[config.mk]
export PLATFORM = sky130hd
export DESIGN_NAME = spi_controller
export DESIGN_NICKNAME = d
export VERILOG_FILES = /design/src/rtl/spi_controller.sv
export SDC_FILE = /design/constraint.sdc
export NUM_CORES = 1
export LEC_CHECK = 0
export BUFFER_PORTS_ARGS = -buffer_cell sky130_fd_sc_hd__buf_2
export CAP_MARGIN = 20
export CORE_AREA = 2 2 84 86
export DETAILED_ROUTE_END_ITERATION = 7
export DIE_AREA = 0 0 86 88
export PLACE_DENSITY = 0.73
export REMOVE_ABC_BUFFERS = 1
export SYNTH_ARGS = -nofsm -noshare
export SYNTH_HDL_FRONTEND = slang
export SYNTH_SLANG_ARGS = --single-unit
[constraint.sdc]
create_clock -name iclk -period 4.7 [get_ports iclk]
set_input_delay 0.94 -clock iclk [delete_from_list [all_inputs] [get_ports iclk]]
set_output_delay 0.94 -clock iclk [all_outputs]
set_load 0.02 [all_outputs]
[src/rtl/spi_controller.sv]
// SPI controller: sends an address byte followed by nbytes data bytes,
// MSB first. Data is captured from poci on every rising sclk edge, and
// sclk is held low for a gap after each transaction.
module spi_controller #(
  parameter int unsigned HALF_PERIOD = 2,
  parameter int unsigned GAP_CYCLES  = 16
) (
  input  logic       iclk,
  input  logic       rstn,
  input  logic       start,
  input  logic [7:0] addr,
  input  logic [7:0] nbytes,
  input  logic [7:0] wdata,
  input  logic       wdata_valid,
  output logic       wdata_ready,
  output logic [7:0] rdata,
  output logic       rdata_valid,
  output logic       busy,
  output logic       done,
  output logic       err,
  output logic       sclk,
  output logic       pico,
  input  logic       poci
);

  typedef enum logic [1:0] {IDLE, ADDR, DATA, GAP} state_t;

  localparam logic [7:0]  HP_RELOAD  = 8'(HALF_PERIOD - 1);
  localparam logic [15:0] GAP_RELOAD = 16'(GAP_CYCLES - 1);

  state_t      state_q, state_d;
  logic [7:0]  hp_q, hp_d;          // cycles left in the current sclk phase
  logic [2:0]  bit_q, bit_d;        // bit index within the current byte
  logic [7:0]  byte_q, byte_d;      // data bytes still to send
  logic [15:0] gap_q, gap_d;        // cycles left in the gap
  logic [6:0]  tx_q, tx_d;          // bits not yet placed on pico
  logic [6:0]  rx_q, rx_d;          // bits captured so far from poci
  logic [7:0]  rdata_q, rdata_d;
  logic        sclk_q, sclk_d;
  logic        pico_q, pico_d;
  logic        busy_q, busy_d;
  logic        done_q, done_d;
  logic        err_q, err_d;
  logic        wdata_ready_q, wdata_ready_d;
  logic        rdata_valid_q, rdata_valid_d;
  logic        last_byte;

  // Next-state and next-output computation for the whole controller.
  always_comb begin
    // NOTE: every signal gets a default first so no path leaves one
    // unassigned, which would otherwise infer a latch.
    state_d       = state_q;
    hp_d          = hp_q;
    bit_d         = bit_q;
    byte_d        = byte_q;
    gap_d         = gap_q;
    tx_d          = tx_q;
    rx_d          = rx_q;
    rdata_d       = rdata_q;
    sclk_d        = sclk_q;
    pico_d        = pico_q;
    busy_d        = busy_q;
    done_d        = 1'b0;
    err_d         = 1'b0;
    wdata_ready_d = 1'b0;
    rdata_valid_d = 1'b0;
    last_byte     = (state_q == ADDR) ? (byte_q == 8'd0) : (byte_q == 8'd1);

    case (state_q)
      IDLE: begin
        sclk_d = 1'b0;
        pico_d = 1'b0;
        if (start) begin
          // hp=0 makes the first rising edge follow one low setup cycle.
          state_d = ADDR;
          busy_d  = 1'b1;
          pico_d  = addr[7];
          tx_d    = addr[6:0];
          byte_d  = nbytes;
          hp_d    = 8'd0;
          bit_d   = 3'd0;
        end
      end

      ADDR, DATA: begin
        if (hp_q != 8'd0) begin
          hp_d = hp_q - 8'd1;
        end else if (!sclk_q) begin
          // Rising edge: sample poci; the 8th edge of a data byte completes it.
          sclk_d = 1'b1;
          hp_d   = HP_RELOAD;
          rx_d   = {rx_q[5:0], poci};
          if (state_q == DATA && bit_q == 3'd7) begin
            rdata_d       = {rx_q, poci};
            rdata_valid_d = 1'b1;
          end
        end else begin
          // Falling edge: shift the next bit out, or end/reload the byte.
          sclk_d = 1'b0;
          hp_d   = HP_RELOAD;
          if (bit_q != 3'd7) begin
            bit_d  = bit_q + 3'd1;
            pico_d = tx_q[6];
            tx_d   = {tx_q[5:0], 1'b0};
          end else begin
            bit_d = 3'd0;
            if (state_q == DATA) byte_d = byte_q - 8'd1;
            if (last_byte) begin
              state_d = GAP;
              pico_d  = 1'b0;
              gap_d   = GAP_RELOAD;
            end else if (wdata_valid) begin
              state_d       = DATA;
              pico_d        = wdata[7];
              tx_d          = wdata[6:0];
              wdata_ready_d = 1'b1;
            end else begin
              state_d = GAP;
              pico_d  = 1'b0;
              gap_d   = GAP_RELOAD;
              err_d   = 1'b1;
            end
          end
        end
      end

      GAP: begin
        sclk_d = 1'b0;
        pico_d = 1'b0;
        if (gap_q == 16'd0) begin
          state_d = IDLE;
          busy_d  = 1'b0;
          done_d  = 1'b1;
        end else begin
          gap_d = gap_q - 16'd1;
        end
      end

      default: state_d = IDLE;
    endcase
  end

  // State register with asynchronous reset to the idle values.
  always_ff @(posedge iclk or negedge rstn) begin
    // NOTE: sequential state uses non-blocking assignments so every flop
    // samples pre-edge values regardless of statement order.
    if (!rstn) begin
      state_q       <= IDLE;
      hp_q          <= '0;
      bit_q         <= '0;
      byte_q        <= '0;
      gap_q         <= '0;
      tx_q          <= '0;
      rx_q          <= '0;
      rdata_q       <= '0;
      sclk_q        <= 1'b0;
      pico_q        <= 1'b0;
      busy_q        <= 1'b0;
      done_q        <= 1'b0;
      err_q         <= 1'b0;
      wdata_ready_q <= 1'b0;
      rdata_valid_q <= 1'b0;
    end else begin
      state_q       <= state_d;
      hp_q          <= hp_d;
      bit_q         <= bit_d;
      byte_q        <= byte_d;
      gap_q         <= gap_d;
      tx_q          <= tx_d;
      rx_q          <= rx_d;
      rdata_q       <= rdata_d;
      sclk_q        <= sclk_d;
      pico_q        <= pico_d;
      busy_q        <= busy_d;
      done_q        <= done_d;
      err_q         <= err_d;
      wdata_ready_q <= wdata_ready_d;
      rdata_valid_q <= rdata_valid_d;
    end
  end

  assign wdata_ready = wdata_ready_q;
  assign rdata       = rdata_q;
  assign rdata_valid = rdata_valid_q;
  assign busy        = busy_q;
  assign done        = done_q;
  assign err         = err_q;
  assign sclk        = sclk_q;
  assign pico        = pico_q;

endmodule

* Word-level counts from Yosys, hierarchy flattened
Index checks and enable logic that the tools add are counted.
** Cells by class
- Add/sub/neg operators :: 4
- Equal/unequal tests :: 16
- Mux-type cells :: 68
- Bitwise gates (word level) :: 2
- Reduce and logical (&&, ||, !) cells :: 20
** Operator list (number)
- 16-bit 2-to-1 mux :: 6
- 8-bit 2-to-1 mux :: 7
- 7-bit 2-to-1 mux :: 6
- 16-bit one-hot mux with 2 select lines :: 1
- 8-bit one-hot mux with 2 select lines :: 2
- 1-bit 2-to-1 mux :: 31
- 6-bit AND reduction :: 3
- 16-bit zero test :: 1
- 16-bit by 1-bit subtractor with 16-bit output, second input constant :: 1
- 8-bit by 1-bit subtractor with 8-bit output, second input constant :: 2
- 2-bit != test, second input constant :: 7
- 7-bit one-hot mux with 2 select lines :: 1
- 3-bit 2-to-1 mux :: 4
- 3-bit != test, second input constant :: 4
- 2-bit 2-to-1 mux :: 5
- 8-bit by 1-bit == test with 1-bit output, second input constant :: 1
- 8-bit zero test :: 1
- 4-bit AND reduction :: 2
- 8-bit nonzero test :: 1
- 2-bit one-hot mux with 3 select lines :: 1
- 3-bit one-hot mux with 2 select lines :: 1
- 3-bit AND reduction :: 2
- 2-bit nonzero test :: 3
- 5-bit AND reduction :: 1
- 11 further kinds :: 16
** Word-level totals
- Bits in registers :: 66
- Input port bits :: 29
- Logic and storage cells :: 125

* Logic depth before layout (Yosys ltp)
Gate-level depths: netlist of the first run.
- Depth after elaboration :: 7
- Depth in mapped cells :: 9

* Least setup slack after synthesis of the first run
No wires, ideal clock.
- Path type :: register -> register
- From :: reg hp_q[0]
- To :: reg state_q[0]
- Arrival time :: 2.211 ns
- Required time :: 4.572 ns
- Setup slack :: 2.362 ns
- Stages on the path, launching flop included :: 7
- Buffers on the path :: 0
- Cell sequence :: dfrtp_1 inv_1 ha_1 or3b_2 or4_4 a221oi_2 mux2_1
** On the way
- Longest elaborated chain between the ends :: 3
** RTL lines
- start: declaration :: line 32 : logic [7:0] hp_q, hp_d;
- start signal: assignment :: line 165 : hp_q <= hp_d;
- 8-bit nonzero test :: line 86 : if (hp_q != 8'd0) begin
- 2-bit != test (no line)
- 5-bit AND reduction (no line)
- end signal: assignment :: line 164 : state_q <= state_d;
- end: declaration :: line 31 : state_t state_q, state_d;
No other way between the ends.
A chain may end at the register's enable or synchronous reset.

* Worst setup path after layout of the first run
- From :: reg byte_q[2]
- To :: reg tx_q[6]
** On the way
- Longest elaborated chain between the ends :: 4
- Elaborated cells on any way between the ends :: 5
- Those cells by class :: 2 x eq/ne; 1 x mux; 2 x reduce/logical
** RTL lines
- start: declaration :: line 34 : logic [7:0] byte_q, byte_d;
- start signal: assignment :: line 167 : byte_q <= byte_d;
- 8-bit by 1-bit == test with 1-bit output or 8-bit zero test (tied branches) :: line 67 : last_byte = (state_q == ADDR) ? (byte_q == 8'd0) : (byte_q == 8'd1);
- 1-bit 2-to-1 mux * :: line 67
- 3-bit != test (no line) *
- 6-bit AND reduction (no line) *
- end signal: assignment :: line 169 : tx_q <= tx_d;
- end: declaration :: line 36 : logic [6:0] tx_q, tx_d;
Mark *: on every way between the ends. The rest lies on a longest branch, timed or not.

==> results.cfg, run 1 <==
[run_status]
status = finished, final reports clean

[timing]
max_slew.worst_pin.slew_ns = 0.9698
min_period_over_period = 0.5567
hold_viol_final = 0
fin_skew_ns = 0.008270
setup_ws_ns = 2.083
slew_viol_final = 0
setup_viol = 0
slew_headroom = 0.3475
max_freq_mhz = 382.2
rsz0062_at_grt = false
period_minus_slack_ns = 2.617
final.setup.tns_ns = 0

[logic_synthesis]
ys_types = 54
ys_ff_latch = 66
yosysTopAreaCell = dfrtp_1
netlist_instances = 365
avgSynthCellArea_um2 = 9.780
yosysSeqAreaShare = 0.4627
yosys_most_used_dff = dfrtp_1
synth.top_cell.area_share = 0.4627
yosys-top-cells-area = dfrtp_1 46%, mux2_2 5.0%, nand2_1 4.1%
netlist_area_um2 = 3570
yosys_warnings = 0
synth_edf_count = 0
async_flop_share = 1.000

[die]
initial_core_util = 0.5373
die_area_um2 = 7568
core_area_um2 = 6644
fp-row-count = 30
pin_count = 44
die_h_um = 88
die_w_um = 86

[clocking]
clock_latency_ns = 0.35
cts_buffer_depth = 2
clockRootBuffer = clkbuf_8
cts_resized = 0
cts_tree = done
clkSinkCount = 66
cts_hold_buf = 0
tritoncts.num_buffers = 9
cts_setup_buffers = 0
htree_levels = 3
path_clk_slew_ns = 0.08

[place]
dp_hpwl_um = 5142
place_congestion = 0.8608
buffer_ports.inserted = 43
post-place-ws_ns = 1.525

[worst_setup_path]
worstPathMaxFanout = 14
required_ns = 4.89
worst_setup_path_end_kind = register
ff2ff_setup_slack_ns = 2.08
worst_ep_arrival_time_ns = 2.80
worstRegToRegCells = 4
rr_startpoint = byte_q[2]
slowest_stage = o221ai_1
path_buf_inv = 0
path_delay_family = compound AO/OA/AOI/OAI gates
critPathLaunchType = register
crit_start = byte_q[2]
cp.depth = 4
worstPathCellList = or4_1 > o41a_1 > o221ai_1 > o21ai_0
slowest_delay_ns = 0.75
path_class = register to register
crit_end = tx_q[6]
worstReg2RegEnd = tx_q[6]

[drt]
wirelength_um = 7403
ant_nets = 0
wl_per_cell_um = 15.05
drtIter0Drc = 163
via_per_inst = 5.801
dr.pass1.iters = 4
drc = 0
vias = 2854

[final_layout]
multiInputGateArea_um2 = 1793
layout_common_cells = 66 x dfrtp_1, 43 x buf_2, 39 x nand2_1
syn_to_final_growth_pct = 13.85
drive_above_1_share = 0.2306
layout_commonest_cell = dfrtp_1
fillers = 551
regArea_um2 = 1652
diodes = 0
postLayoutCoreUtil = 0.6117
nets = 447

[pwr]
power.density_nw_per_um2 = 268.7
p_leak_nw = 1.899
peakVddDrop_mv = 0.2153

[global_routing]
grt_pass1_wl_um = 12490
antenna_found_initial = 0
track_usage = 0.2091
grt_overflow = 0
grt_max_degree = 39
grt_pass1_vias = 2678

[hold_path]
hold_class = register to register

[job]
drv_cap = 0
flip-flops by register name, indices dropped and copies added, names as in the netlist, 2 cells and up:
name	cells
gap_q	16
byte_q	8
hp_q	8
rdata	8
rx_q	7
tx_q	7
bit_q	3
state_q	2
power by group:
group	total, mW	internal (mW)	leakage (nW)	switching, mW
Clock	0.494	0.249	0.100	0.244
Combinational	0.0297	0.0112	0.970	0.0185
Sequential	0.569	0.568	0.830	0.000429
Total	1.09	0.829	1.90	0.263
final cells by class:
cell class | count | area share
Timing Repair Buffer | 46 | 0.06342
Tap cell | 80 | 0.02463
Clock inverter | 7 | 0.01909
Multi-Input combinational cell | 268 | 0.4412
Inverter | 16 | 0.01478
Clock buffer | 9 | 0.03048
Sequential cell | 66 | 0.4064
synth_stat cells (2+ instances only):
master and instances:
or4_4 2, and3_1 3, o21ai_1 13, nor3b_1 2, mux2_1 3, o41ai_1 2
xnor2_1 3, or4_1 4, o31a_1 2, nand4_1 4, dfrtp_1 66, nand2_1 39
o221a_2 2, nor2b_1 5, o211ai_1 3, o21ai_0 24, o22ai_1 7, or3b_2 2
nor2_1 21, xor2_1 3, nor3_1 16, o21a_1 5, mux2i_1 10, mux2_2 16
nor4_1 5, nand3_1 13, clkbuf_1 12, ha_1 11, and2_1 3, o31ai_2 5
or3_1 4, inv_1 16, a21oi_1 16, o22a_1 3
kinds of logic after synthesis:
| family | Yosys count | synth area share |
|---|---|---|
| AND/OR/NAND/NOR | 128 | 0.1816 |
| adder cells (fa/ha/maj) | 11 | 0.03856 |
| AO/OA/AOI/OAI | 94 | 0.1795 |
| flip-flops | 66 | 0.4627 |
| XOR/XNOR | 6 | 0.01472 |
| buffers and inverters | 31 | 0.03505 |
| multiplexers | 29 | 0.08798 |
routing by layer:
| layer | track usage | part of all wire | up-vias |
|---|---|---|---|
| met5 | 0 | 0 | - |
| met4 | 0.08514 | 0.015 | 0 |
| met3 | 0.04336 | 0.036 | 9 |
| met2 | 0.3235 | 0.46 | 74 |
| met1 | 0.2889 | 0.48 | 1360 |
| li1 | - | - | 1411 |
worst min path at each step:
stage / start / endpoint / slack (ns) / cells past startpoint
4_1_cts: byte_q[7] / byte_q[7] / 0.49 / 1
3_3_place_gp: tx_q[6] / tx_q[6] / 0.46 / 2
2_1_floorplan: byte_q[7] / byte_q[7] / 0.44 / 1
3_5_place_dp: tx_q[1] / tx_q[1] / 0.47 / 2
5_1_grt: byte_q[7] / byte_q[7] / 0.51 / 1
6_report: byte_q[7] / byte_q[7] / 0.48 / 1
stage by stage:
step	instance area [um2]	cells	hold WS [ns]	total power [mW]
3_5_place_dp	3835	475	0.4734	0.6108
6_report	4064	492	0.4838	1.092
2_1_floorplan	3505	350	0.4379	0.5847
3_3_place_gp	3835	475	0.4583	0.6103
5_1_grt	4064	492	0.5109	1.136
4_1_cts	4036	491	0.4901	1.109
Note: power is estimated with default switching activity, not from simulation.
==> run 2: changes to the inputs <==
==> constraint.sdc (replaced) <==
create_clock -name iclk -period 2.5 [get_ports iclk]
set_input_delay 0.5 -clock iclk [delete_from_list [all_inputs] [get_ports iclk]]
set_output_delay 0.5 -clock iclk [all_outputs]
set_load 0.02 [all_outputs]
==> results.cfg, run 2 (synthesized netlist as in run 1, its figures left out) <==
[die]
pin_count = 44
core_area_um2 = 6644
die_area_um2 = 7568
fp-row-count = 30
die_h_um = 88
initial_core_util = 0.5373
die_w_um = 86

[drt]
wl_met3_um = 310
ant_nets = 0
drtIter0Drc = 167
drc = 0
wl_met2_um = 3850
via_per_inst = 5.884
met1_length_um = 3503
wl_per_cell_um = 15.53
vias = 2995
highest_layer = met4
dr.pass1.iters = 4
wirelength_um = 7907

[worst_setup_path]
worstPathMaxFanout = 14
critPathLaunchType = register
path_class = register to register
slowest_stage = or4_4
worst_ep_arrival_time_ns = 2.67
rr_startpoint = hp_q[0]
slowest_delay_ns = 0.55
required_ns = 2.73
worstPathCellList = inv_1 > ha_1 > or3b_2 > or4_4 > o21ai_4 > nand2_4 > mux2_2
worst_setup_path_end_kind = register
crit_start = hp_q[0]

[timing]
slew_viol_final = 0
rsz0062_at_grt = true
slew_headroom = 0.6899
setup_viol = 0
fin_skew_ns = 0.01164
hold_viol_final = 0
max_freq_mhz = 410.5
period_minus_slack_ns = 2.436
min_period_over_period = 0.9743
max_slew.worst_pin.slew_ns = 0.4592

[run_status]
status = finished, final reports clean

[clocking]
cts_buffer_depth = 2
htree_levels = 3
clkSinkCount = 66
clock_latency_ns = 0.35
cts_setup_buffers = 0
tritoncts.num_buffers = 9
clockRootBuffer = clkbuf_8
cts_tree = done
path_clk_slew_ns = 0.08

[global_routing]
antenna_found_initial = 0
grt_pass1_vias = 3067
grt_max_degree = 67
grt_overflow = 0
grt_pass1_wl_um = 13810
track_usage = 0.2311

[final_layout]
syn_to_final_growth_pct = 18.37
layout_common_cells = 66 x dfrtp_1, 43 x buf_2, 39 x nand2_1
multiInputGateArea_um2 = 1808
nets = 464
largest_reg_flops = 16
drive_above_1_share = 0.2634
fillers = 544
regArea_um2 = 1652
largest_register = gap_q
layout_commonest_cell = dfrtp_1
fin_cells = 509
diodes = 0

[pwr]
p_clk_frac = 0.474
pwr-share-comb = 0.027
p_int_mw = 1.661
p_seq_frac = 0.499
p_sw_frac = 0.2250
p_sw_uw = 482.4
p_total_mw = 2.144
p_leak_nw = 1.997
peakVddDrop_mv = 0.5132
power.density_nw_per_um2 = 507.4

[job]
drv_cap = 0

[place]
place_congestion = 0.8462
place_inst = 493
buffer_ports.inserted = 43
dp_hpwl_um = 5492

[hold_path]
hold_class = input port to async pin
run 2: cell count changes in the layout (fill, tap and decap cells not counted):
cell	change
buf_16	-1
buf_6	+1
bufinv_16	+1
a221oi_2	-1
buf_4	+16
a221oi_4	+1
o21ai_1	-1
o21ai_2	+1
clkinvlp_4	-1
buf_12	+1
run 2: worst max-delay path, delay by kind of cell, from the launching register on:
| kind | cells | cell delay [ns] |
|---|---|---|
| AOI/OAI and AO/OA | 1 | 0.19 |
| adders and majority gates | 1 | 0.16 |
| buffers and inverters | 1 | 0.10 |
| DFF | 1 | 0.40 |
| muxes | 1 | 0.30 |
| and+or+nand+nor | 3 | 1.16 |
run 2: routing by layer:
metal / vias to the layer above / global-route usage
li1: 1450 / -
met1: 1455 / 0.2928
met2: 69 / 0.3742
met3: 21 / 0.03582
met4: 0 / 0.1414
met5: - / 0
run 2: layout make-up:
cell class | instances | share of cell area
clock buffers | 9 | 0.02932
flip-flops and latches | 66 | 0.3909
well taps | 80 | 0.02369
clock inverters | 7 | 0.02369
inverters | 16 | 0.01421
repair buffers | 63 | 0.09032
multi-input cells | 268 | 0.4279
run 2: what timing repair did:
item,CTS,global route
resized for setup,0,3
hold endpoints to repair,0,0
hold buffers,0,0
endpoints found under the setup margin,0,2
run 2: path summary, 6_finish.rpt:
kind | end | slack, ns | cells past startpoint
worst max-delay path | gap_q[0] | 0.06 | 7
worst min-delay path | byte_q[6] | 0.15 | 2
worst max register to register | gap_q[0] | 0.06 | 7
worst min register to register | tx_q[5] | 0.48 | 2
max in group asynchronous | hp_q[7] | 2.06 | 2
min in group iclk | err | 0.36 | 2
run 2: metrics by stage:
step	hold WS [ns]	worst slack [ns]	setup TNS [ns]	instance area (um2)	utilization
6_report	0.1511	0.06416	0	4225	0.6360
5_1_grt	0.2030	-0.006393	-0.006393	4225	0.6360
4_1_cts	0.1625	0.03646	0	4207	0.6331
3_5_place_dp	0.4735	0.04638	0	3983	0.5994
3_3_place_gp	0.4607	0.1283	0	3983	0.5994
2_1_floorplan	0.2044	-0.1077	-0.7434	3505	-
run 2: power by group through the flow:
stage	logic, mW	registers, mW	clock network, mW
2_1_floorplan	0.00765	1.09	0
3_3_place_gp	0.0601	1.09	0
3_5_place_dp	0.0604	1.09	0
4_1_cts	0.0606	1.07	1.05
5_1_grt	0.0677	1.07	1.08
6_report	0.0589	1.07	1.02
==> run 3: changes to the inputs <==
--- a/config.mk
+++ b/config.mk
@@ -7,10 +7,10 @@
 export LEC_CHECK = 0
 export BUFFER_PORTS_ARGS = -buffer_cell sky130_fd_sc_hd__buf_2
 export CAP_MARGIN = 20
-export CORE_AREA = 2 2 84 86
+export CORE_AREA = 2 2 93 95
 export DETAILED_ROUTE_END_ITERATION = 7
-export DIE_AREA = 0 0 86 88
-export PLACE_DENSITY = 0.73
+export DIE_AREA = 0 0 95 97
+export PLACE_DENSITY = 0.61
 export REMOVE_ABC_BUFFERS = 1
 export SYNTH_ARGS = -nofsm -noshare
 export SYNTH_HDL_FRONTEND = slang
==> results.cfg, run 3 (synthesized netlist as in run 1, its figures left out) <==
[timing]
holdWs_ns = 0.1834
slew_headroom = 0.5667
max_slew.worst_pin.slew_ns = 0.6499
period_minus_slack_ns = 2.429
max_freq_mhz = 411.7
hold_viol_final = 0
fin_skew_ns = 0.01205
setup_viol = 0
slew_viol_final = 0
min_period_over_period = 0.9716
rsz0062_at_grt = false

[clocking]
cts_hold_buf = 0
cts_tree = done
cts_buffer_depth = 2
path_clk_slew_ns = 0.07
tritoncts.num_buffers = 9
clock_latency_ns = 0.34
clkSinkCount = 66
clockRootBuffer = clkbuf_8
htree_levels = 3

[worst_setup_path]
critPathLaunchType = register
worst_setup_path_end_kind = register
path_class = register to register
crit_start = hp_q[0]
rr_startpoint = hp_q[0]
required_ns = 2.72
worst_ep_arrival_time_ns = 2.65
worstPathMaxFanout = 7

[drt]
vias = 2953
dr.pass1.iters = 4
drtIter0Drc = 154
wirelength_um = 7845
drc = 0
via_per_inst = 5.418
wl_per_cell_um = 14.39
ant_nets = 0

[die]
initial_core_util = 0.4389
fp-row-count = 33
pin_count = 44
die_area_um2 = 9215
core_area_um2 = 8134
die_h_um = 97
die_w_um = 95

[global_routing]
grt_max_degree = 28
grt_overflow = 0
grt_pass1_vias = 2849
antenna_found_initial = 0
grt_pass1_wl_um = 13080
track_usage = 0.1774

[pwr]
power.density_nw_per_um2 = 506.6
p_total_mw = 2.212
p_leak_nw = 2.053
peakVddDrop_mv = 0.2801

[place]
place_congestion = 0.8028
buffer_ports.inserted = 43
dp_hpwl_um = 5576

[final_layout]
drive_above_1_share = 0.2864
largest_register = gap_q
layout_commonest_cell = dfrtp_1
syn_to_final_growth_pct = 22.29
layout_common_cells = 66 x dfrtp_1, 43 x buf_2, 39 x nand2_1
diodes = 0
largest_reg_flops = 16
nets = 475

[job]
drv_cap = 0

[run_status]
status = finished, final reports clean

[hold_path]
hold_class = input port to async pin
==> run 3: stage by stage <==
stage / utilization / instance area, um2 / setup WS, ns / std cells / TNS, ns
after floorplan: - / 3505 / -0.1077 / 350 / -0.7434
final: 0.5367 / 4365 / 0.07098 / 545 / 0
after CTS: 0.5267 / 4284 / 0.05770 / 538 / 0
after global placement: 0.4972 / 4044 / 0.1216 / 522 / 0
after detailed placement: 0.4972 / 4044 / 0.05772 / 522 / 0
after global routing: 0.5367 / 4365 / 0.002496 / 545 / 0
==> run 3: worst paths after layout <==
| path | end | slack, ns | cells after the start |
|---|---|---|---|
| max | gap_q[0] | 0.07 | 7 |
| min | byte_q[6] | 0.18 | 1 |
| max reg2reg | gap_q[0] | 0.07 | 7 |
| min reg2reg | tx_q[6] | 0.48 | 2 |
| max in group asynchronous | rx_q[5] | 1.69 | 2 |
| min in group iclk | err | 0.37 | 2 |
==> run 3: layout make-up <==
| class | count | area, um2 |
|---|---|---|
| well taps | 105 | 131.4 |
| multi-input cells | 269 | 1829 |
| flip-flops and latches | 66 | 1652 |
| fillers | 730 | 3769 |
| clock buffers | 9 | 123.9 |
| repair buffers | 73 | 452.9 |
| clock inverters | 7 | 116.4 |
| inverters | 16 | 60.06 |
==> run 3: metal layers <==
metal,global-route usage,wire length [um],up-vias
met1,0.2471,3809,1426
li1,-,-,1473
met2,0.2728,3671,50
met3,0.04517,311,4
met4,0.05128,54,0
met5,0,0,-
==> run 3: what timing repair did <==
action | in CTS | in global routing
setup endpoints to repair | 0 | 3
setup buffers | 0 | 6
resized for setup | 0 | 6
==> run 3: where the power goes <==
group          internal, mW  switching, mW
registers              1.07       0.000992
logic                0.0252         0.0354
clock network         0.662          0.419
total                  1.76          0.456
==> run 3: worst max-delay path, cell delays in order (launching register included) <==
cell     delay [ns]
dfrtp_1        0.41
inv_2          0.09
ha_2           0.17
or3b_4         0.37
or4_4          0.57
o21ai_4        0.31
nand2_8        0.11
mux2_2         0.28
